`src/rtl/rx_pkt_ctrl_if.sv`:
```
// Handshake and payload bundle between the S2P receiver, rx_pkt_ctrl and the payload FIFO.
// The master modport is the side that drives the S2P/FIFO status. The slave modport is the controller.
interface rx_pkt_ctrl_if;
    logic       RX_READY_LD;
    logic       RX_LAST_BYTE;
    logic [7:0] DATA;
    logic       RX_LOAD;
    logic       fifo_full;
    logic       fifo_wr;
    logic [7:0] fifo_data;
    logic [3:0] pkt_pid;
    logic [6:0] pkt_len;
    logic       pkt_done;
    logic       pkt_err;
    logic       overrun;

    modport master (
        output RX_READY_LD, RX_LAST_BYTE, DATA, fifo_full,
        input  RX_LOAD, fifo_wr, fifo_data, pkt_pid, pkt_len, pkt_done, pkt_err, overrun
    );

    modport slave (
        input  RX_READY_LD, RX_LAST_BYTE, DATA, fifo_full,
        output RX_LOAD, fifo_wr, fifo_data, pkt_pid, pkt_len, pkt_done, pkt_err, overrun
    );
endinterface

```
`src/rtl/rx_pkt_ctrl.sv`:
```
// Receive packet controller: reads bytes from the S2P, takes the PID, streams the payload to a FIFO, and flags the end of each packet as good or bad.
// Optional define RX_PKT_CTRL_PID_CHECK_EN: rejects a PID byte whose upper nibble is not the complement of its lower nibble.
module rx_pkt_ctrl (
    input logic          clock,
    input logic          reset,
    rx_pkt_ctrl_if.slave bus
);

    typedef enum logic [2:0] {
        IDLE,
        WAIT_PID,
        LOAD_PID,
        WAIT_DAT,
        LOAD_DAT,
        FLUSH
    } state_t;

    state_t     state;
    state_t     next_state;

    logic       last_q;
    logic       rdy_q;
    logic       rx_load_q;
    logic       wr_pend;
    logic       pid_seen;
    logic       bad_q;
    logic       overrun_q;
    logic [7:0] data_q;
    logic [3:0] pid_q;
    logic [6:0] len_q;

    logic       last_rise;
    logic       rdy_rise;
    logic       len_full;
    logic       drop;
    logic       pid_bad;

    logic       fifo_wr_c;
    logic       pkt_done_c;
    logic       pkt_err_c;

    // A held RX_READY_LD must not trigger a second read, so only its rising edge starts a load.
    assign last_rise = bus.RX_LAST_BYTE & ~last_q;
    assign rdy_rise  = bus.RX_READY_LD & ~rdy_q;
    assign len_full  = (len_q == 7'd64);
    assign drop      = wr_pend & (bus.fifo_full | len_full);

`ifdef RX_PKT_CTRL_PID_CHECK_EN
    assign pid_bad = (bus.DATA[7:4] != ~bus.DATA[3:0]);
`else
    assign pid_bad = 1'b0;
`endif

    always_ff @(posedge clock) begin
        if (reset) begin
            state     <= IDLE;
            rx_load_q <= 1'b0;
        end else begin
            state     <= next_state;
            rx_load_q <= (next_state == LOAD_PID) || (next_state == LOAD_DAT);
        end
    end

    always_comb begin
        next_state = state;
        case (state)
            IDLE: begin
                if (!bus.RX_LAST_BYTE)
                    next_state = WAIT_PID;
            end
            WAIT_PID: begin
                if (last_rise)
                    next_state = FLUSH;
                else if (rdy_rise)
                    next_state = LOAD_PID;
            end
            WAIT_DAT: begin
                if (last_rise)
                    next_state = FLUSH;
                else if (rdy_rise)
                    next_state = LOAD_DAT;
            end
            // A load lasts one cycle, so an end-of-packet edge seen during it is acted on at its exit.
            LOAD_PID, LOAD_DAT: begin
                next_state = last_rise ? FLUSH : WAIT_DAT;
            end
            FLUSH: begin
                next_state = IDLE;
            end
            default: begin
                next_state = IDLE;
            end
        endcase
    end

    always_comb begin
        fifo_wr_c  = wr_pend & ~drop;
        pkt_done_c = 1'b0;
        pkt_err_c  = 1'b0;
        if (state == FLUSH) begin
            if (pid_seen && !bad_q && !drop)
                pkt_done_c = 1'b1;
            else
                pkt_err_c = 1'b1;
        end
    end

    always_ff @(posedge clock) begin
        if (reset) begin
            last_q    <= 1'b1;
            rdy_q     <= 1'b0;
            wr_pend   <= 1'b0;
            pid_seen  <= 1'b0;
            bad_q     <= 1'b0;
            overrun_q <= 1'b0;
            data_q    <= 8'h00;
            pid_q     <= 4'h0;
            len_q     <= 7'd0;
        end else begin
            last_q  <= bus.RX_LAST_BYTE;
            rdy_q   <= bus.RX_READY_LD;
            wr_pend <= 1'b0;
            if (state == IDLE && next_state == WAIT_PID) begin
                pid_seen <= 1'b0;
                bad_q    <= 1'b0;
            end
            if (state == LOAD_PID) begin
                pid_q    <= bus.DATA[3:0];
                len_q    <= 7'd0;
                pid_seen <= 1'b1;
                if (pid_bad)
                    bad_q <= 1'b1;
            end
            if (state == LOAD_DAT) begin
                data_q  <= bus.DATA;
                wr_pend <= 1'b1;
            end
            // The pending byte is written the cycle after capture, or dropped if there is no room.
            if (wr_pend) begin
                if (drop)
                    bad_q <= 1'b1;
                else
                    len_q <= len_q + 7'd1;
                if (bus.fifo_full)
                    overrun_q <= 1'b1;
            end
        end
    end

    assign bus.RX_LOAD   = rx_load_q;
    assign bus.fifo_wr   = fifo_wr_c;
    assign bus.fifo_data = data_q;
    assign bus.pkt_pid   = pid_q;
    assign bus.pkt_len   = len_q;
    assign bus.pkt_done  = pkt_done_c;
    assign bus.pkt_err   = pkt_err_c;
    assign bus.overrun   = overrun_q;

endmodule

```
`src/flat_wrapper.sv`:
```
// flat-port wrapper written by rule: the top's interface ports become plain ports
module rx_pkt_ctrl_flat 
  (clock, reset, bus_RX_READY_LD, bus_RX_LAST_BYTE, bus_DATA, bus_fifo_full, bus_RX_LOAD, bus_fifo_wr, bus_fifo_data, bus_pkt_pid, bus_pkt_len, bus_pkt_done, bus_pkt_err, bus_overrun);
  rx_pkt_ctrl_if bus_i ();
  input logic clock;
  input logic reset;
  input wire logic [$bits(bus_i.RX_READY_LD)-1:0] bus_RX_READY_LD;
  input wire logic [$bits(bus_i.RX_LAST_BYTE)-1:0] bus_RX_LAST_BYTE;
  input wire logic [$bits(bus_i.DATA)-1:0] bus_DATA;
  input wire logic [$bits(bus_i.fifo_full)-1:0] bus_fifo_full;
  output wire logic [$bits(bus_i.RX_LOAD)-1:0] bus_RX_LOAD;
  output wire logic [$bits(bus_i.fifo_wr)-1:0] bus_fifo_wr;
  output wire logic [$bits(bus_i.fifo_data)-1:0] bus_fifo_data;
  output wire logic [$bits(bus_i.pkt_pid)-1:0] bus_pkt_pid;
  output wire logic [$bits(bus_i.pkt_len)-1:0] bus_pkt_len;
  output wire logic [$bits(bus_i.pkt_done)-1:0] bus_pkt_done;
  output wire logic [$bits(bus_i.pkt_err)-1:0] bus_pkt_err;
  output wire logic [$bits(bus_i.overrun)-1:0] bus_overrun;
  assign bus_i.RX_READY_LD = bus_RX_READY_LD;
  assign bus_i.RX_LAST_BYTE = bus_RX_LAST_BYTE;
  assign bus_i.DATA = bus_DATA;
  assign bus_i.fifo_full = bus_fifo_full;
  assign bus_RX_LOAD = bus_i.RX_LOAD;
  assign bus_fifo_wr = bus_i.fifo_wr;
  assign bus_fifo_data = bus_i.fifo_data;
  assign bus_pkt_pid = bus_i.pkt_pid;
  assign bus_pkt_len = bus_i.pkt_len;
  assign bus_pkt_done = bus_i.pkt_done;
  assign bus_pkt_err = bus_i.pkt_err;
  assign bus_overrun = bus_i.overrun;
  rx_pkt_ctrl u_core (.clock(clock), .reset(reset), .bus(bus_i));
endmodule
```
`config.mk`:
```
export PLATFORM = sky130hd
export DESIGN_NAME = rx_pkt_ctrl_flat
export DESIGN_NICKNAME = d
export VERILOG_FILES = /design/src/rtl/rx_pkt_ctrl_if.sv /design/src/rtl/rx_pkt_ctrl.sv /design/src/flat_wrapper.sv
export SDC_FILE = /design/constraint.sdc
export NUM_CORES = 1
export LEC_CHECK = 0
export CAP_MARGIN = 20
export CORE_ASPECT_RATIO = 0.6
export CORE_MARGIN = 2
export CORE_UTILIZATION = 46
export CTS_CLUSTER_SIZE = 25
export DETAILED_ROUTE_END_ITERATION = 12
export PLACE_DENSITY_LB_ADDON = 0.2
export SLEW_MARGIN = 30
export SYNTH_ARGS = -nofsm -noshare
export SYNTH_HDL_FRONTEND = slang
export SYNTH_SLANG_ARGS = --single-unit
```
`constraint.sdc`:
```
create_clock -name clock -period 1.9 [get_ports clock]
set_clock_uncertainty 0.1 [all_clocks]
set_input_delay 0.285 -clock clock [delete_from_list [all_inputs] [get_ports clock]]
set_output_delay 0.285 -clock clock [all_outputs]
set_load 0.01 [all_outputs]
```
# Word-level counts from Yosys, hierarchy flattened
# Index checks and enable logic that the tools add are counted.
dict set report classes {
  add_sub_neg 1
  eq_ne 9
  muxes 20
  n_bitwise 8
  n_reduce_logical 10
}
# op n
set op_table {}
lappend op_table {{7-bit 2-to-1 mux} 3}
lappend op_table {{3-bit 2-to-1 mux} 6}
lappend op_table {{3-bit case mux with 4 select lines} 1}
lappend op_table {{1-bit 2-to-1 mux} 10}
lappend op_table {{3-bit by 2-bit == test with 1-bit output, second input constant} 3}
lappend op_table {{3-bit == test, second input constant} 3}
lappend op_table {{7-bit by 1-bit adder with 7-bit output, second input constant} 1}
lappend op_table {{7-bit == test, second input constant} 1}
lappend op_table {{3-bit by 1-bit == test with 1-bit output, second input constant} 2}
lappend op_table {{1-bit bitwise AND} 4}
lappend op_table {{1-bit logical AND} 3}
lappend op_table {{3-bit zero test} 1}
lappend op_table {{1-bit inverter} 3}
lappend op_table {{1-bit zero test} 2}
lappend op_table {{2-bit AND reduction} 1}
lappend op_table {{2-bit nonzero test} 1}
lappend op_table {{2-bit OR reduction} 1}
lappend op_table {{1-bit logical OR} 1}
lappend op_table {{1-bit bitwise OR} 1}
dict set report word_totals {
  regBits 29
  inputBits 13
  out_inout_bits 24
}

# Longest topological paths before layout
dict set report depth {
  ltp_word 10
  ltp_mapped 6
  ltp_nobuf 6
}

# Worst setup path before layout
# OpenSTA, ideal clock, no wires.
dict set report synth_timing {
  path_type {register to output}
  from {register u_core.len_q[0] (netlist: u_core.bus.pkt_len[0])}
  to {output port bus_pkt_done}
  arrival_time_ns 1.410
  t_required_ns 1.515
  setup_slack_ns 0.105
  path_stages_with_launch 6
  n_path_buf 0
  path_cell_list {dfxtp_1 > inv_1 > ha_1 > a41o_1 > nand2_1 > nor4bb_1}
}
dict set report synth_between {
  elab_chain_len 7
}
# element line
set synth_rtl {}
lappend synth_rtl {{from (decl)} rx_pkt_ctrl.sv:30} ;# logic [6:0] len_q;
lappend synth_rtl {{from (signal assigned)} rx_pkt_ctrl.sv:143} ;# len_q <= len_q + 7'd1;
lappend synth_rtl {{7-bit == test} rx_pkt_ctrl.sv:45} ;# assign len_full = (len_q == 7'd64);
lappend synth_rtl {{1-bit bitwise OR} rx_pkt_ctrl.sv:46} ;# assign drop = wr_pend & (bus.fifo_full | len_full);
lappend synth_rtl {{1-bit bitwise AND} rx_pkt_ctrl.sv:46}
lappend synth_rtl {{1-bit zero test} rx_pkt_ctrl.sv:101} ;# if (pid_seen && !bad_q && !drop)
lappend synth_rtl {{1-bit logical AND} rx_pkt_ctrl.sv:101}
lappend synth_rtl {{1-bit 2-to-1 mux} rx_pkt_ctrl.sv:101}
lappend synth_rtl {{1-bit 2-to-1 mux} rx_pkt_ctrl.sv:100} ;# if (state == FLUSH) begin
lappend synth_rtl {{to (decl)} flat_wrapper.sv:16} ;# output wire logic [$bits(bus_i.pkt_done)-1:0] bus_pkt_done;
# Every way passes these cells.

# Final worst setup path
dict set report layout_timing {
  from {register u_core.len_q[0] (netlist: u_core.bus.pkt_len[0])}
  to {output port bus_pkt_err}
}
dict set report layout_between {
  elab_chain_len 7
}
# element line
set layout_rtl {}
lappend layout_rtl {{7-bit == test} rx_pkt_ctrl.sv:45}
lappend layout_rtl {{1-bit bitwise OR} rx_pkt_ctrl.sv:46}
lappend layout_rtl {{1-bit bitwise AND} rx_pkt_ctrl.sv:46}
lappend layout_rtl {{1-bit zero test} rx_pkt_ctrl.sv:101}
lappend layout_rtl {{1-bit logical AND} rx_pkt_ctrl.sv:101}
lappend layout_rtl {{1-bit 2-to-1 mux} rx_pkt_ctrl.sv:101}
lappend layout_rtl {{1-bit 2-to-1 mux} rx_pkt_ctrl.sv:100}
lappend layout_rtl {{to (decl)} flat_wrapper.sv:17} ;# output wire logic [$bits(bus_i.pkt_err)-1:0] bus_pkt_err;
# Every way passes these cells.

==> metrics.md <==
| Metric | Value |
|---|---|
| Status | `finished, final reports clean` |
| Vias | `1265` |
| Antenna violations before repair | `0` |
| Worst-path clk slew | `0.06 ns` |
| Mapped cell area | `1287 um2` |
| Sequential Power Share | `a little under half` |
| H-tree levels | `2` |
| Gate power share | `between 10% and 20%` |
| CTS tree | `done` |
| Final worst path period share | `97.72%` |
| Dpl cells | `230` |
| First-pass GRT wire length | `approximately 5.3 mm` |
| Hold EP | `u_core.bus.overrun$_SDFFE_PP0P_` |
| RSZ-0062 raised after global routing | `true` |
| Place WS | `-0.4110 ns` |
| Fillers | `196` |
| Setup violators final | `0` |
| Pint | `0.001028 W` |
| Share of cells above drive strength 1 | `19.90%` |
| Vias in the first global route | `1149` |
| Most common cell after layout, fill and taps aside | `clkdlybuf4s50_1` |
| Synthesis Warnings | `0` |
| Worst Hold Class | `input pin to flop` |
| Slew Viols, Final | `0` |
| Post-DRT Antenna Nets | `0` |
| Final TNS setup | `0 ns` |
| Crit path max fanout | `2` |
| RR Startpoint | `u_core.state[1]$_SDFF_PP0_` |
| Power Density | `between 700 and 800 nW/um2` |
| Post-layout min period | `1.857 ns` |
| DR WL/cell | `roughly 14 um` |
| Syn Nets | `167` |
| Clk sinks | `29` |
| Crit Path Class | `flop to output port` |
| RR Endpoint | `u_core.bus.RX_LOAD$_SDFF_PP0_` |
| Leak | `approximately 0.72 nW` |
| FMAX | `538.6 MHz` |
| MaxCap Viol Count | `0` |
| Total Power | `0.001338 W` |
| Vias per Instance | `approximately 5.3` |
| Hold path depth | `3` |
| Clk pwr share | `41.1%` |
| Gpl congestion | `0.9417` |
| Hold Crit Start | `bus_fifo_full` |
| Average size of a mapped cell | `roughly 8.5 um2` |
| Starting Density | `50.00%` |
| Peak supply drop | `roughly 0.55 mV` |
| R2R depth | `5` |
| Fin cells | `238` |
| Crit. End Element | `output port` |
| I/O pins | `37` |
| Sw Pwr | `0.0003102 W` |
| Commonest cells after routing, fill and taps aside | `32 x clkdlybuf4s50_1, 27 x dfxtp_1, 22 x a21oi_1` |
| Synth-to-layout area growth | `47.52%` |
| Endpoints failing hold | `0` |
| Buffers added on ports | `36` |
| Slew HR | `about 66%` |
| Ant diodes | `0` |
| Post-synthesis cell count | `152` |
| Final setup margin | `0.04323 ns` |
| Hold slack | `0.2519 ns` |
| Die Height | `44.98 um` |
| Initial DRC count | `49` |
| Die ar. | `3252 um2` |
| Synth Register Bits | `29` |
| Post-synthesis cell type count | `36` |
| Largest net degree at the start of global routing | `23` |
| Die X | `72.30 um` |
| CTS buffer count | `5` |
| Reg2reg setup slack | `0.33 ns` |
| Arrival @ worst endpoint | `1.47 ns` |
| CP required | `1.51 ns` |
| Worst Setup Start Kind | `flop` |
| Clock buffer depth | `2` |
| GR Overflow Total | `0` |
| Total Nets Final | `220` |
| Final WL | `3.314 mm` |
| Setup repair bufs after CTS | `0` |
| Sw Share | `23.18%` |
| Worst-Margin Slew | `0.5117 ns` |
| Std cell rows | `14` |
| CTS root buf | `clkbuf_8` |
| Drt drc | `0` |
| Post-DP HPWL | `around 2.5 mm` |
| Overall routing resource usage | `21.92%` |
| Drt pass-1 iters | `4` |
| Clk_lat worst skew | `about 0.28 ns` |
| Core footprint | `2575 um2` |
| Sequential cell area fraction in the yosys report | `45.09%` |
==> power by group through the flow <==
stage	logic (W)	clock network, W	registers (W)
CTS	0.000156	0.000558	0.000632
global placement	0.000151	0	0.000645
finish	0.000156	0.000550	0.000633
detailed placement	0.000155	0	0.000646
global route	0.000169	0.000593	0.000634
floorplan	0.0000791	0	0.000649
==> synthesized netlist by cell type, drive strengths merged <==
library cell | number | area share, %
a2111oi | 1 | 2.1
a21o | 1 | 0.58
a21oi | 22 | 8.6
a31oi | 1 | 0.49
a41o | 2 | 1.6
and2 | 1 | 0.49
and3 | 1 | 0.49
and3b | 1 | 0.68
buf | 3 | 2.1
clkbuf | 6 | 1.7
dfxtp | 29 | 45
ha | 2 | 1.9
inv | 5 | 1.5
mux2i | 1 | 0.78
nand2 | 17 | 5.0
nand2b | 2 | 1.6
nand3 | 11 | 4.3
nand3b | 4 | 2.3
nor2 | 9 | 2.6
nor2b | 5 | 2.4
nor3 | 2 | 0.78
nor4 | 1 | 0.49
nor4bb | 1 | 0.78
o211ai | 1 | 0.58
o21a | 1 | 0.58
o21ai | 13 | 5.1
o221ai | 1 | 0.68
o31ai | 1 | 0.58
o41ai | 1 | 0.68
or2 | 2 | 1.2
or3 | 2 | 0.97
xnor2 | 1 | 0.68
xor2 | 1 | 0.68
==> area by class of cell <==
type,count,area [um2],share of cell area (%)
sequential,29,583.1,30.70
clock inverter,1,5.005,0.2635
clock buffer,7,96.34,5.072
tap,32,40.04,2.108
timing repair buffer,55,494.2,26.02
multi-input combinational,109,661.9,34.85
inverter,5,18.77,0.9881
==> how the worst max path moves through the flow <==
stage,start,endpoint
4_1_cts,u_core.bus.pkt_len[1]$_SDFF_PP0_,bus_pkt_done
3_5_place_dp,bus_fifo_full,bus_pkt_done
3_3_place_gp,bus_fifo_full,bus_pkt_done
2_1_floorplan,u_core.bus.pkt_len[0]$_SDFF_PP0_,bus_pkt_done
6_report,u_core.bus.pkt_len[0]$_SDFF_PP0_,bus_pkt_err
5_1_grt,u_core.bus.pkt_len[0]$_SDFF_PP0_,bus_pkt_err
==> layer usage <==
| metal | GRT usage, % | routed length [um] |
|---|---|---|
| met3 | 7.366 | 259 |
| met1 | 29.46 | 1603 |
| met2 | 32.84 | 1413 |
| met4 | 8.679 | 38 |
| met5 | 0 | 0 |
==> repair_timing <==
item	CTS	global route
gates cloned	0	0
gates resized for setup	14	6
hold buffers	0	0
pin swaps	1	1
endpoints found under the setup margin	3	3
==> sequential cells by signal, summed over array words and instances, names as in the netlist, 3 cells and up <==
name,count
u_core.state,3
u_core.bus.pkt_pid,4
u_core.bus.fifo_data,8
u_core.bus.pkt_len,7
==> worst max-delay path: stages, from the launching register on <==
cell,delay (ns)
dfxtp_2,0.32
inv_2,0.07
ha_4,0.15
a41o_1,0.15
nand2_1,0.06
buf_4,0.14
a31oi_1,0.16
buf_2,0.15
==> stage by stage <==
step	utilization, %	cell area (um2)
floorplan	-	1287
global placement	69.14	1780
detailed placement	69.14	1780
CTS	73.37	1889
global route	73.76	1899
finish	73.76	1899
==> cell families after synthesis <==
logic type,count (synthesis),share of synthesized area [%]
adder cells (fa/ha/maj),2,1.943
XOR/XNOR,2,1.361
AND/OR/NAND/NOR,59,24.00
multiplexers,1,0.7775
AO/OA/AOI/OAI,45,21.48
buffers and inverters,14,5.345
flip-flops,29,45.09
Note: power is estimated with default switching activity, not from simulation.
